===== config.mk =====
export PLATFORM = sky130hd
export DESIGN_NAME = player_controller
export DESIGN_NICKNAME = d
export VERILOG_FILES = /design/src/rtl/player_controller.sv
export SDC_FILE = /design/constraint.sdc
export NUM_CORES = 1
export LEC_CHECK = 0
export ABC_AREA = 1
export CORE_MARGIN = 3
export CORE_UTILIZATION = 56
export CTS_CLUSTER_SIZE = 16
export DETAILED_ROUTE_END_ITERATION = 8
export GPL_TIMING_DRIVEN = 1
export PLACE_DENSITY = 0.95
export REMOVE_ABC_BUFFERS = 1
export SLEW_MARGIN = 10
export SYNTH_ARGS = -nofsm -noshare
export SYNTH_HDL_FRONTEND = slang
export SYNTH_SLANG_ARGS = --single-unit

===== constraint.sdc =====
create_clock -name clock -period 5.6 [get_ports clock]
set_input_delay 0.56 -clock clock [delete_from_list [all_inputs] [get_ports clock]]
set_output_delay 0.56 -clock clock [all_outputs]
set_load 0.05 [all_outputs]

===== src/rtl/player_controller.sv =====
`default_nettype none
// ============================================================================
// Module      : player_controller
// Description : Grid-walking player FSM: frame-paced steps gated by an
//               occupancy query, plus a timed chop action.
// Revision    : 1.0 - initial release
// ============================================================================
module player_controller #(
    parameter int MAX_X       = 12,
    parameter int MAX_Y       = 8,
    parameter int START_X     = 1,
    parameter int START_Y     = 1,
    parameter int MOVE_FRAMES = 8,
    parameter int CHOP_FRAMES = 60
) (
    input  logic       clock,
    input  logic       reset,
    input  logic       frame_update,
    input  logic       left,
    input  logic       right,
    input  logic       up,
    input  logic       down,
    input  logic       chop,
    input  logic       carry,
    output logic [3:0] tgt_x,
    output logic [3:0] tgt_y,
    output logic       tgt_valid,
    input  logic       tgt_blocked,
    output logic [3:0] player_loc_x,
    output logic [3:0] player_loc_y,
    output logic [1:0] player_direction,
    output logic [1:0] player_state,
    output logic       chop_done
);

    localparam int c_CNT_MAX = ((MOVE_FRAMES > CHOP_FRAMES) ? MOVE_FRAMES : CHOP_FRAMES) - 1;
    localparam int c_CNT_W   = (c_CNT_MAX > 0) ? $clog2(c_CNT_MAX + 1) : 1;

    localparam logic [c_CNT_W-1:0] c_MOVE_LOAD = c_CNT_W'(MOVE_FRAMES - 1);
    localparam logic [c_CNT_W-1:0] c_CHOP_LOAD = c_CNT_W'(CHOP_FRAMES - 1);
    localparam logic [c_CNT_W-1:0] c_CNT_ONE   = c_CNT_W'(1);
    localparam logic [3:0]         c_MAX_X     = 4'(MAX_X);
    localparam logic [3:0]         c_MAX_Y     = 4'(MAX_Y);
    localparam logic [3:0]         c_START_X   = 4'(START_X);
    localparam logic [3:0]         c_START_Y   = 4'(START_Y);

    localparam logic [1:0] S_IDLE  = 2'd0;
    localparam logic [1:0] S_CHECK = 2'd1;
    localparam logic [1:0] S_STEP  = 2'd2;
    localparam logic [1:0] S_CHOP  = 2'd3;

    localparam logic [1:0] c_DIR_UP    = 2'd0;
    localparam logic [1:0] c_DIR_DOWN  = 2'd1;
    localparam logic [1:0] c_DIR_LEFT  = 2'd2;
    localparam logic [1:0] c_DIR_RIGHT = 2'd3;

    logic [1:0]         r_state, w_state_nxt;
    logic [3:0]         r_loc_x, w_loc_x_nxt;
    logic [3:0]         r_loc_y, w_loc_y_nxt;
    logic [1:0]         r_dir, w_dir_nxt;
    logic [c_CNT_W-1:0] r_cnt, w_cnt_nxt;
    logic [3:0]         r_tgt_x, w_tgt_x_nxt;
    logic [3:0]         r_tgt_y, w_tgt_y_nxt;
    logic               r_chop_done, w_chop_done_nxt;
    logic               w_query;

    logic               w_btn_any;
    logic [1:0]         w_btn_dir;
    logic [3:0]         w_cand_x;
    logic [3:0]         w_cand_y;
    logic               w_cand_ok;

    // Button priority and the neighbouring cell in the chosen direction.
    always_comb begin
        w_btn_any = up | down | left | right;
        w_btn_dir = up ? c_DIR_UP : down ? c_DIR_DOWN : left ? c_DIR_LEFT : c_DIR_RIGHT;
        w_cand_x  = r_loc_x;
        w_cand_y  = r_loc_y;
        w_cand_ok = 1'b0;
        case (w_btn_dir)
            c_DIR_UP: begin
                w_cand_ok = (r_loc_y != 4'd0);
                w_cand_y  = r_loc_y - 4'd1;
            end
            c_DIR_DOWN: begin
                w_cand_ok = (r_loc_y < c_MAX_Y);
                w_cand_y  = r_loc_y + 4'd1;
            end
            c_DIR_LEFT: begin
                w_cand_ok = (r_loc_x != 4'd0);
                w_cand_x  = r_loc_x - 4'd1;
            end
            default: begin
                w_cand_ok = (r_loc_x < c_MAX_X);
                w_cand_x  = r_loc_x + 4'd1;
            end
        endcase
    end

    always_ff @(posedge clock) begin
        if (reset) begin
            r_state     <= S_IDLE;
            r_loc_x     <= c_START_X;
            r_loc_y     <= c_START_Y;
            r_dir       <= c_DIR_DOWN;
            r_cnt       <= '0;
            r_tgt_x     <= 4'd0;
            r_tgt_y     <= 4'd0;
            r_chop_done <= 1'b0;
        end else begin
            r_state     <= w_state_nxt;
            r_loc_x     <= w_loc_x_nxt;
            r_loc_y     <= w_loc_y_nxt;
            r_dir       <= w_dir_nxt;
            r_cnt       <= w_cnt_nxt;
            r_tgt_x     <= w_tgt_x_nxt;
            r_tgt_y     <= w_tgt_y_nxt;
            r_chop_done <= w_chop_done_nxt;
        end
    end

    always_comb begin
        w_state_nxt     = r_state;
        w_loc_x_nxt     = r_loc_x;
        w_loc_y_nxt     = r_loc_y;
        w_dir_nxt       = r_dir;
        w_cnt_nxt       = r_cnt;
        w_tgt_x_nxt     = r_tgt_x;
        w_tgt_y_nxt     = r_tgt_y;
        w_chop_done_nxt = 1'b0;
        w_query         = 1'b0;
        case (r_state)
            S_IDLE: begin
                if (frame_update) begin
                    if (chop && !carry) begin
                        w_state_nxt = S_CHOP;
                        w_cnt_nxt   = c_CHOP_LOAD;
                    end else if (w_btn_any) begin
                        w_dir_nxt = w_btn_dir;
                        if (w_cand_ok) begin
                            w_query     = 1'b1;
                            w_tgt_x_nxt = w_cand_x;
                            w_tgt_y_nxt = w_cand_y;
                            w_state_nxt = S_CHECK;
                        end
                    end
                end
            end
            // The occupancy answer arrives exactly here; frame_update is ignored.
            S_CHECK: begin
                if (tgt_blocked) begin
                    w_state_nxt = S_IDLE;
                end else begin
                    w_loc_x_nxt = r_tgt_x;
                    w_loc_y_nxt = r_tgt_y;
                    w_cnt_nxt   = c_MOVE_LOAD;
                    w_state_nxt = S_STEP;
                end
            end
            S_STEP: begin
                if (frame_update) begin
                    if (r_cnt == '0) begin
                        w_state_nxt = S_IDLE;
                    end else begin
                        w_cnt_nxt = r_cnt - c_CNT_ONE;
                    end
                end
            end
            default: begin
                if (frame_update) begin
                    if (!chop || carry) begin
                        w_state_nxt = S_IDLE;
                    end else if (r_cnt == '0) begin
                        w_chop_done_nxt = 1'b1;
                        w_state_nxt     = S_IDLE;
                    end else begin
                        w_cnt_nxt = r_cnt - c_CNT_ONE;
                    end
                end
            end
        endcase
    end

    // The query is presented in the deciding cycle so the answer lands in CHECK.
    assign tgt_valid        = w_query;
    assign tgt_x            = w_tgt_x_nxt;
    assign tgt_y            = w_tgt_y_nxt;
    assign player_loc_x     = r_loc_x;
    assign player_loc_y     = r_loc_y;
    assign player_direction = r_dir;
    assign chop_done        = r_chop_done;
    assign player_state     = (r_state == S_IDLE) ? 2'd0 : (r_state == S_CHOP) ? 2'd2 : 2'd1;

endmodule
`default_nettype wire

# Yosys cells after proc, flatten, opt, wreduce, memory -nomap -nowiden
# Cells that the tools add are included.
[totals] register_bits=27 out_inout_bits=22
[classes] addsub=5 magnitude_cmp=2 n_eq_ne=12 n_mux=42 n_bitwise=6 n_reduce_logical=16
[ops] op="$mux W6" count=7
[ops] op="$mux W4" count=10
[ops] op="$mux W2" count=13
[ops] op="$pmux W6 S3" count=1
[ops] op="$pmux W4 S2" count=2
[ops] op="$add A4 B1 Y4 const B" count=2
[ops] op="$lt A4 B4 Y1 const B" count=2
[ops] op="$ne A2 B2 Y1 const B" count=4
[ops] op="$reduce_bool A4 Y1" count=2
[ops] op="$sub A4 B1 Y4 const B" count=2
[ops] op="$mux W1" count=7
[ops] op="$eq A2 B2 Y1 const B" count=3
[ops] op="$logic_not A6 Y1" count=1
[ops] op="$ne A3 B3 Y1 const B" count=2
[ops] op="$pmux W2 S3" count=1
[ops] op="$reduce_and A6 Y1" count=1
[ops] op="$reduce_or A6 Y1" count=1
[ops] op="$sub A6 B1 Y6 const B" count=1
[ops] op="$reduce_and A5 Y1" count=1
[ops] op="$eq A2 B1 Y1 const B" count=2
[ops] op="$logic_not A2 Y1" count=2
[ops] op="$ne A4 B1 Y1 const B" count=1
[ops] op="$reduce_and A4 Y1" count=1
[ops] op="$not A1 Y1" count=3
[ops] op="other kinds (8)" count=11

# Logic depth before layout (Yosys ltp)
# Gate-level depths: netlist of run 1.
[depth] depth_word=11 mapped_depth=16 ltp_nobuf=16

# Least setup slack after synthesis of run 1
# Ideal clock, no wire load.
[synth_path] path_kind="input-to-output" start="input down" end="output tgt_x[2]" t_arrival_ps=1989 t_required_ps=5040 slack_ps=3051 cell_stages=16 path_buffers=0 path_cell_list="nor2_4 -> nand2_2 -> inv_2 -> nand2_1 -> nand2_1 -> inv_1 -> ha_1 -> inv_1 -> nand2_1 -> inv_1 -> nand2_1 -> nand3_1 -> o21ai_0 -> nand2_1 -> nand2_1 -> inv_1"
[synth_via] elab_chain_len=10
[synth_lines] item="from (decl)" line_no="22" rtl="input logic down,"
[synth_lines] item="$mux W2 (2 in a row)" line_no="76" rtl="w_btn_dir = up ? c_DIR_UP : down ? c_DIR_DOWN : left ? c_DIR_LEFT : c_DIR_RIGHT;"
[synth_lines] item="$eq A2 B1 Y1 or $logic_not A2 Y1 (tied branches)" line_no="80" rtl="case (w_btn_dir)"
[synth_lines] item="$reduce_or A2 Y1 (no line)"
[synth_lines] item="$pmux W4 S2" line_no="80"
[synth_lines] item="$mux W4" line_no="140" rtl="if (w_cand_ok) begin"
[synth_lines] item="$mux W4 *" line_no="138" rtl="end else if (w_btn_any) begin"
[synth_lines] item="$mux W4 *" line_no="135" rtl="if (chop && !carry) begin"
[synth_lines] item="$mux W4 *" line_no="134" rtl="if (frame_update) begin"
[synth_lines] item="$mux W4 *" line_no="132" rtl="case (r_state)"
[synth_lines] item="to (decl)" line_no="25" rtl="output logic [3:0] tgt_x,"
# Mark *: on every way between the ends. The rest lies on a longest branch, timed or not.

# Worst setup path in the final report of run 1
# Ends and elaborated chain as after synthesis.

==> summary.txt, run 1 <==
status: finished, final reports clean
grt total ovfl: 0
first-pass GRT wire length: 6800 µm
Area after DPL: 2000 µm²
Final Slew Violations: 0
first-pass detailed-route iteration total: 4
# clock sinks: 27
PwrDens: 265 nW/µm²
setup tns final: 0 ns
GRT Total Usage: 23.6%
Clock power frac: 15.8%
Hold Vio Cnt, Final: 0
most common cell after layout, fill and taps aside: nand2_1
skew final: 0.0188 ns
Iter 0 DRT Violations: 68
Non-Filler Cell Area, Final: 2030 µm²
pre-CTS setup slack: 1.70 ns
row cnt: 19
drt via density: 5.36
Core Box Area: 2810 µm²
die footprint: 3700 µm²
total power: 0.539 mW
htree depth: 1
initial antenna violation count: 0
CP peak stage delay: 0.78 ns
most frequent cells in the layout: nand2_1 (64), inv_1 (39), clkdlybuf4s50_1 (31)
Int Pwr: 0.315 mW
CP Cell Sequence: clkdlybuf4s50_1, nor2_4, nand2_2, inv_2, nand2_1, nand2_1, inv_1, ha_1, inv_1, nand2_1, inv_1, nand2_1, nand3_1, o21ai_0, nand2_1, nand2_1, inv_1, clkdlybuf4s50_1
largest net degree at the start of global routing: 17
antenna viol nets, final: 0
Via Count: 1,695
fin crit share: 70.0%
Critical Path Fanout Max: 16
Logic pwr share: 42.4%
flop2flop setup slack: 3.57 ns
CTS Buf Count: 3
FF-to-FF End: r_cnt[2]$_SDFFE_PP0P_
Fillers: 249
Clock transition at path regs: 0.13 ns
Max-Cap Viols: 0
Synth Cell Area: 1680 µm²
max frequency: 255 MHz
ant diodes: 0
Worst Path Arrival: 3.36 ns
post-synthesis sequential area ratio: 32.1%
min cycle time layout: 3.92 ns
Resize count post-CTS: 0
root buffer cell: clkbuf_4
peak supply drop: 214 µV
multiplexer share of the synthesized area: 0%
layout cell share with drive strength beyond 1: 5.26%
Simple-Gate Fraction of Synth Area: 29.9%
Worst Setup SP: down
die width: 60.8 µm
worst slew pin tran: 0.523 ns
Initial Util: 60.0%
# Post-CTS Setup Buffers: 0
Setup violations, final: 0
largest family of logic cells by synthesized area: simple AND/OR/NAND/NOR gates
DIE HEIGHT: 60.8 µm
Clock Latency Late Sink: 0.33 ns
CTS max path bufs: 2
Worst Setup End Kind: output pin
Mapped Avg Cell Area: 6.58 µm²
RSZ-0062 raised after global routing: false
Post-Synth XOR/XNOR Area: 2.08%
nets: 307
Reg power frac: 41.8%
switching power: 0.224 mW
CP startpoint kind: primary input
static leakage: 0.969 nW
final core occ: 72.4%
P&R area growth vs syn: 20.6%
Worst EP required: 5.04 ns
hold buffer count at cts: 0
CP endpoint: tgt_x[2]
path depth of the worst reg2reg path: 8
worst setup path class: in -> out
Compound-Gate Fraction of Synth Area: 16.2%
num ports: 32
Synth cell types: 29
Final WS setup: 1.68 ns
Worst Hold Class: reg -> reg
Inst Count DP: 312
slowest CP cell: clkdlybuf4s50_1
# DRC: 0
CTS tree: yes
port bufs: 31
drt wl/cell: 12.6 µm
Hold WS: 0.466 ns
synthesized instance count: 256
most frequent CP cell: nand2_1
Sw Share: 41.6%
warnings from Yosys: 0
RePlAce Congestion: 0.911
DP HPWL: 3030 µm
Synth Register Bits: 27
Synth Area in Adders: 8.62%
reg2reg start: r_state[1]$_SDFFE_PP0P_
vias in the first global route: 1,652
Rel. slew slack: 65.0%
Final Non-Filler Cells: 316
DRT Wirelength: 3970 µm
==> sequential cells by signal, indices dropped and copies added (netlist names) <==
signal            flops
player_direction      2
player_loc_x          4
player_loc_y          4
r_tgt_y               4
r_tgt_x               4
r_cnt                 6
r_state               2
chop_done             1
==> synthesized netlist by cell type <==
master    instances  area, µm²
clkbuf_1          5       18.8
inv_1            39        146
nor2_1           21       78.8
nor3_1            2       10.0
xnor2_1           1       8.76
a21oi_1          24        120
dfxtp_1          27        541
o21ai_0          22        110
o21ai_1           1       5.00
inv_2             1       3.75
or2_2             2       12.5
inv_4             1       6.26
ha_1             10        125
a22oi_1           1       7.51
nand4_1           4       25.0
o211ai_1          3       22.5
nand3_1          14       70.1
o21a_1            1       7.51
and2_1            1       6.26
nand3_2           1       10.0
nand2_1          64        240
nor2_4            1       11.3
nand2_4           1       11.3
nand2_2           1       6.26
nor3_2            1       10.0
xor2_1            3       26.3
nor2_2            2       12.5
fa_1              1       20.0
buf_6             1       11.3
==> power groups by stage <==
stage               sequential, mW  clock (mW)  combinational [mW]
floorplan                    0.248           0               0.141
global placement             0.228           0               0.222
detailed placement           0.229           0               0.227
CTS                          0.225      0.0871               0.228
global route                 0.228      0.0934               0.254
finish                       0.225      0.0851               0.228
==> cell type report <==
cell class,count,area (µm²),share of cell area (%)
clock buffers,3,22.5,1.11
clock inverters,1,5.00,0.246
inverters,41,156,7.70
multi-input cells,182,957,47.1
flip-flops and latches,27,541,26.6
well taps,31,38.8,1.91
repair buffers,31,310,15.3
==> layer usage <==
| layer | part of all wire [%] | track usage, % |
|---|---|---|
| met1 | 44 | 28.9 |
| met2 | 51 | 42.7 |
| met3 | 5.2 | 3.83 |
| met4 | 0.25 | 6.19 |
| met5 | 0 | 0 |
==> logic make-up (layout without fill, tap and decap cells) <==
family | after synthesis | count (layout)
fa+ha+maj | 11 | 11
compound gates | 52 | 52
xor+xnor | 4 | 4
simple gates | 115 | 115
buf+inv | 47 | 76
flops | 27 | 27
==> worst min-delay path by stage <==
stage / start / endpoint / slack, ns / depth (start not counted)
global route: r_cnt[0]$_SDFFE_PP0P_ / r_cnt[0]$_SDFFE_PP0P_ / 0.51 / 1
detailed placement: r_cnt[0]$_SDFFE_PP0P_ / r_cnt[0]$_SDFFE_PP0P_ / 0.45 / 1
finish: r_cnt[0]$_SDFFE_PP0P_ / r_cnt[0]$_SDFFE_PP0P_ / 0.47 / 1
CTS: r_cnt[0]$_SDFFE_PP0P_ / r_cnt[0]$_SDFFE_PP0P_ / 0.47 / 1
floorplan: r_cnt[0]$_SDFFE_PP0P_ / r_cnt[0]$_SDFFE_PP0P_ / 0.42 / 1
global placement: r_tgt_x[0]$_SDFF_PP0_ / player_loc_x[0]$_SDFFE_PP1P_ / 0.44 / 2
==> critical path: cells and delay by family <==
| kind | cells | cell delay, ns |
|---|---|---|
| simple gates | 9 | 0.99 |
| compound gates | 1 | 0.07 |
| fa+ha+maj | 1 | 0.16 |
| buf+inv | 7 | 1.56 |
Note: power is estimated with default switching activity, not from simulation.
==> run 2: changes to the inputs <==
--- a/config.mk
+++ b/config.mk
@@ -7,11 +7,11 @@
 export LEC_CHECK = 0
 export ABC_AREA = 1
 export CORE_MARGIN = 3
-export CORE_UTILIZATION = 56
+export CORE_UTILIZATION = 52
 export CTS_CLUSTER_SIZE = 16
 export DETAILED_ROUTE_END_ITERATION = 8
 export GPL_TIMING_DRIVEN = 1
-export PLACE_DENSITY = 0.95
+export PLACE_DENSITY = 0.91
 export REMOVE_ABC_BUFFERS = 1
 export SLEW_MARGIN = 10
 export SYNTH_ARGS = -nofsm -noshare
==> constraint.sdc (replaced) <==
create_clock -name clock -period 3.7 [get_ports clock]
set_input_delay 0.37 -clock clock [delete_from_list [all_inputs] [get_ports clock]]
set_output_delay 0.37 -clock clock [all_outputs]
set_load 0.05 [all_outputs]
==> summary.txt, run 2 (synthesized netlist as in run 1, its figures left out) <==
Inst Count DP: 326 (was 312)
nets: 308 (was 307)
Worst Setup End Kind: output pin (unchanged)
initial antenna violation count: 0 (unchanged)
DIE HEIGHT: 62.9 µm (was 60.8 µm)
drt via density: 5.12 (was 5.36)
RePlAce Congestion: 0.889 (was 0.911)
largest net degree at the start of global routing: 17 (unchanged)
most common cell after layout, fill and taps aside: nand2_1 (unchanged)
Worst EP required: 3.33 ns (was 5.04 ns)
# Post-CTS Setup Buffers: 0 (unchanged)
slowest CP cell: clkdlybuf4s50_1 (unchanged)
Worst Hold Class: reg -> reg (unchanged)
FF-to-FF End: r_cnt[2]$_SDFFE_PP0P_ (unchanged)
Int Pwr: 0.477 mW (was 0.315 mW)
CTS Buf Count: 3 (unchanged)
Core Box Area: 3080 µm² (was 2810 µm²)
path depth of the worst reg2reg path: 9 (was 8)
min cycle time layout: 3.34 ns
die footprint: 3960 µm² (was 3700 µm²)
max FFs per register: 6 (unchanged)
CTS tree: yes (unchanged)
P&R area growth vs syn: 22.0% (was 20.6%)
Initial Util: 54.7% (was 60.0%)
flop2flop setup slack: 1.70 ns (was 3.57 ns)
vias in the first global route: 1,586 (was 1,652)
RSZ-0062 raised after global routing: false (unchanged)
Non-Filler Cell Area, Final: 2050 µm² (was 2030 µm²)
peak supply drop: 314 µV (was 214 µV)
worst setup path class: in -> out (unchanged)
first-pass GRT wire length: 6560 µm (was 6800 µm)
Hold Path End: r_cnt[0]$_SDFFE_PP0P_ (unchanged)
layout cell share with drive strength beyond 1: 5.94% (was 5.26%)
# DRC: 0 (unchanged)
GRT Total Usage: 20.0% (was 23.6%)
antenna viol nets, final: 0 (unchanged)
Reg power frac: 41.7% (was 41.8%)
Hold Vio Cnt, Final: 0 (unchanged)
Clock Latency Late Sink: 0.34 ns (was 0.33 ns)
Clock transition at path regs: 0.14 ns (was 0.13 ns)
Critical Path Fanout Max: 3 (was 16)
PwrDens: 397 nW/µm² (was 265 nW/µm²)
Cells on Worst Hold Path: 1 (unchanged)
DRT Wirelength: 3750 µm (was 3970 µm)
status: finished, final reports clean (unchanged)
switching power: 0.337 mW (was 0.224 mW)
static leakage: 0.972 nW (was 0.969 nW)
root buffer cell: clkbuf_4 (unchanged)
Sw Share: 41.4% (was 41.6%)
most frequent cells in the layout: nand2_1 (64), inv_1 (39), clkdlybuf4s50_1 (30) (was nand2_1 (64), inv_1 (39), clkdlybuf4s50_1 (31))
CTS max path bufs: 2 (unchanged)
setup tns final: 0 ns (unchanged)
skew final: 0.0153 ns (was 0.0188 ns)
first-pass detailed-route iteration total: 4 (unchanged)
Fillers: 258 (was 249)
drt wl/cell: 11.4 µm (was 12.6 µm)
Rel. slew slack: 64.8% (was 65.0%)
ant diodes: 0 (unchanged)
worst slew pin tran: 0.526 ns (was 0.523 ns)
Area after DPL: 2020 µm² (was 2000 µm²)
CP Cell Sequence: clkdlybuf4s50_1, inv_1, nor2_1, inv_1, ha_1, a21oi_1, nand2_1, a21oi_1, o21ai_0, nand2_1, o21a_1, clkdlybuf4s50_1 (was clkdlybuf4s50_1, nor2_4, nand2_2, inv_2, nand2_1, nand2_1, inv_1, ha_1, inv_1, nand2_1, inv_1, nand2_1, nand3_1, o21ai_0, nand2_1, nand2_1, inv_1, clkdlybuf4s50_1)
Iter 0 DRT Violations: 70 (was 68)
die width: 62.9 µm (was 60.8 µm)
CP peak stage delay: 0.80 ns (was 0.78 ns)
fin crit share: 90.2%
Resize count post-CTS: 0 (unchanged)
row cnt: 20 (was 19)
htree depth: 1 (unchanged)
hold buffer count at cts: 0 (unchanged)
worst hold start: r_cnt[0]$_SDFFE_PP0P_ (unchanged)
num ports: 32 (unchanged)
Clock power frac: 16.1% (was 15.8%)
port bufs: 31 (unchanged)
Final Non-Filler Cells: 330 (was 316)
Max-Cap Viols: 0 (unchanged)
Biggest register: r_cnt (unchanged)
Setup violations, final: 0 (unchanged)
CP startpoint kind: primary input (unchanged)
grt total ovfl: 0 (unchanged)
Final Slew Violations: 0 (unchanged)
worst path bufs/invs: 4 (was 7)
Worst Path Arrival: 2.97 ns (was 3.36 ns)
# clock sinks: 27 (unchanged)
DP HPWL: 2960 µm (was 3030 µm)
max frequency: 300 MHz
Largest delay share family, worst path: buffers and inverters (unchanged)
reg2reg start: r_state[1]$_SDFFE_PP0P_ (unchanged)
Logic pwr share: 42.2% (was 42.4%)
Via Count: 1,690 (was 1,695)
==> run 2: cell count changes in the layout (fill, tap and decap cells not counted), sizes merged <==
cell           previous run  this run
buf                       0         2
clkdlybuf4s50            31        30
clkinv                    1         0
clkinvlp                  0         1
==> run 2: area by class of cell <==
type	instances	area, µm²	area share [%]
multi-input cells	182	957	46.6
flip-flops and latches	27	541	26.3
well taps	44	55.1	2.68
repair buffers	32	315	15.3
clock buffers	3	22.5	1.10
inverters	41	156	7.61
clock inverters	1	7.51	0.365
==> run 2: how the worst max path moves through the flow <==
stage / start / to / depth (start not counted)
after detailed placement: down / tgt_y[3] / 12
after global routing: down / tgt_y[3] / 12
after global placement: down / tgt_y[3] / 12
final: down / tgt_y[3] / 12
after CTS: down / tgt_y[3] / 12
after floorplan: player_loc_x[3]$_SDFFE_PP0P_ / tgt_y[0] / 8
==> run 2: metal layers <==
metal	track usage [%]	part of all wire, %
met5	0	0
met4	6.61	1.3
met3	3.78	3.7
met2	37.0	51
met1	22.7	44
==> run 2: through the flow <==
step | setup slack, ns | util, % | total power [mW] | hold WS [ns]
floorplan | 1.38 | - | 0.589 | 0.423
global placement | 0.440 | 65.8 | 0.681 | 0.439
detailed placement | 0.367 | 65.8 | 0.690 | 0.447
CTS | 0.364 | 66.7 | 0.819 | 0.466
global route | 0.147 | 66.7 | 0.875 | 0.510
finish | 0.364 | 66.7 | 0.815 | 0.463
==> run 2: power by group through the flow <==
| stage | Clock (mW) | Sequential, mW | Combinational (mW) |
|---|---|---|---|
| 6_report | 0.131 | 0.339 | 0.344 |
| 5_1_grt | 0.152 | 0.344 | 0.379 |
| 4_1_cts | 0.135 | 0.339 | 0.345 |
| 3_5_place_dp | 0 | 0.346 | 0.344 |
| 3_3_place_gp | 0 | 0.345 | 0.336 |
| 2_1_floorplan | 0 | 0.375 | 0.213 |
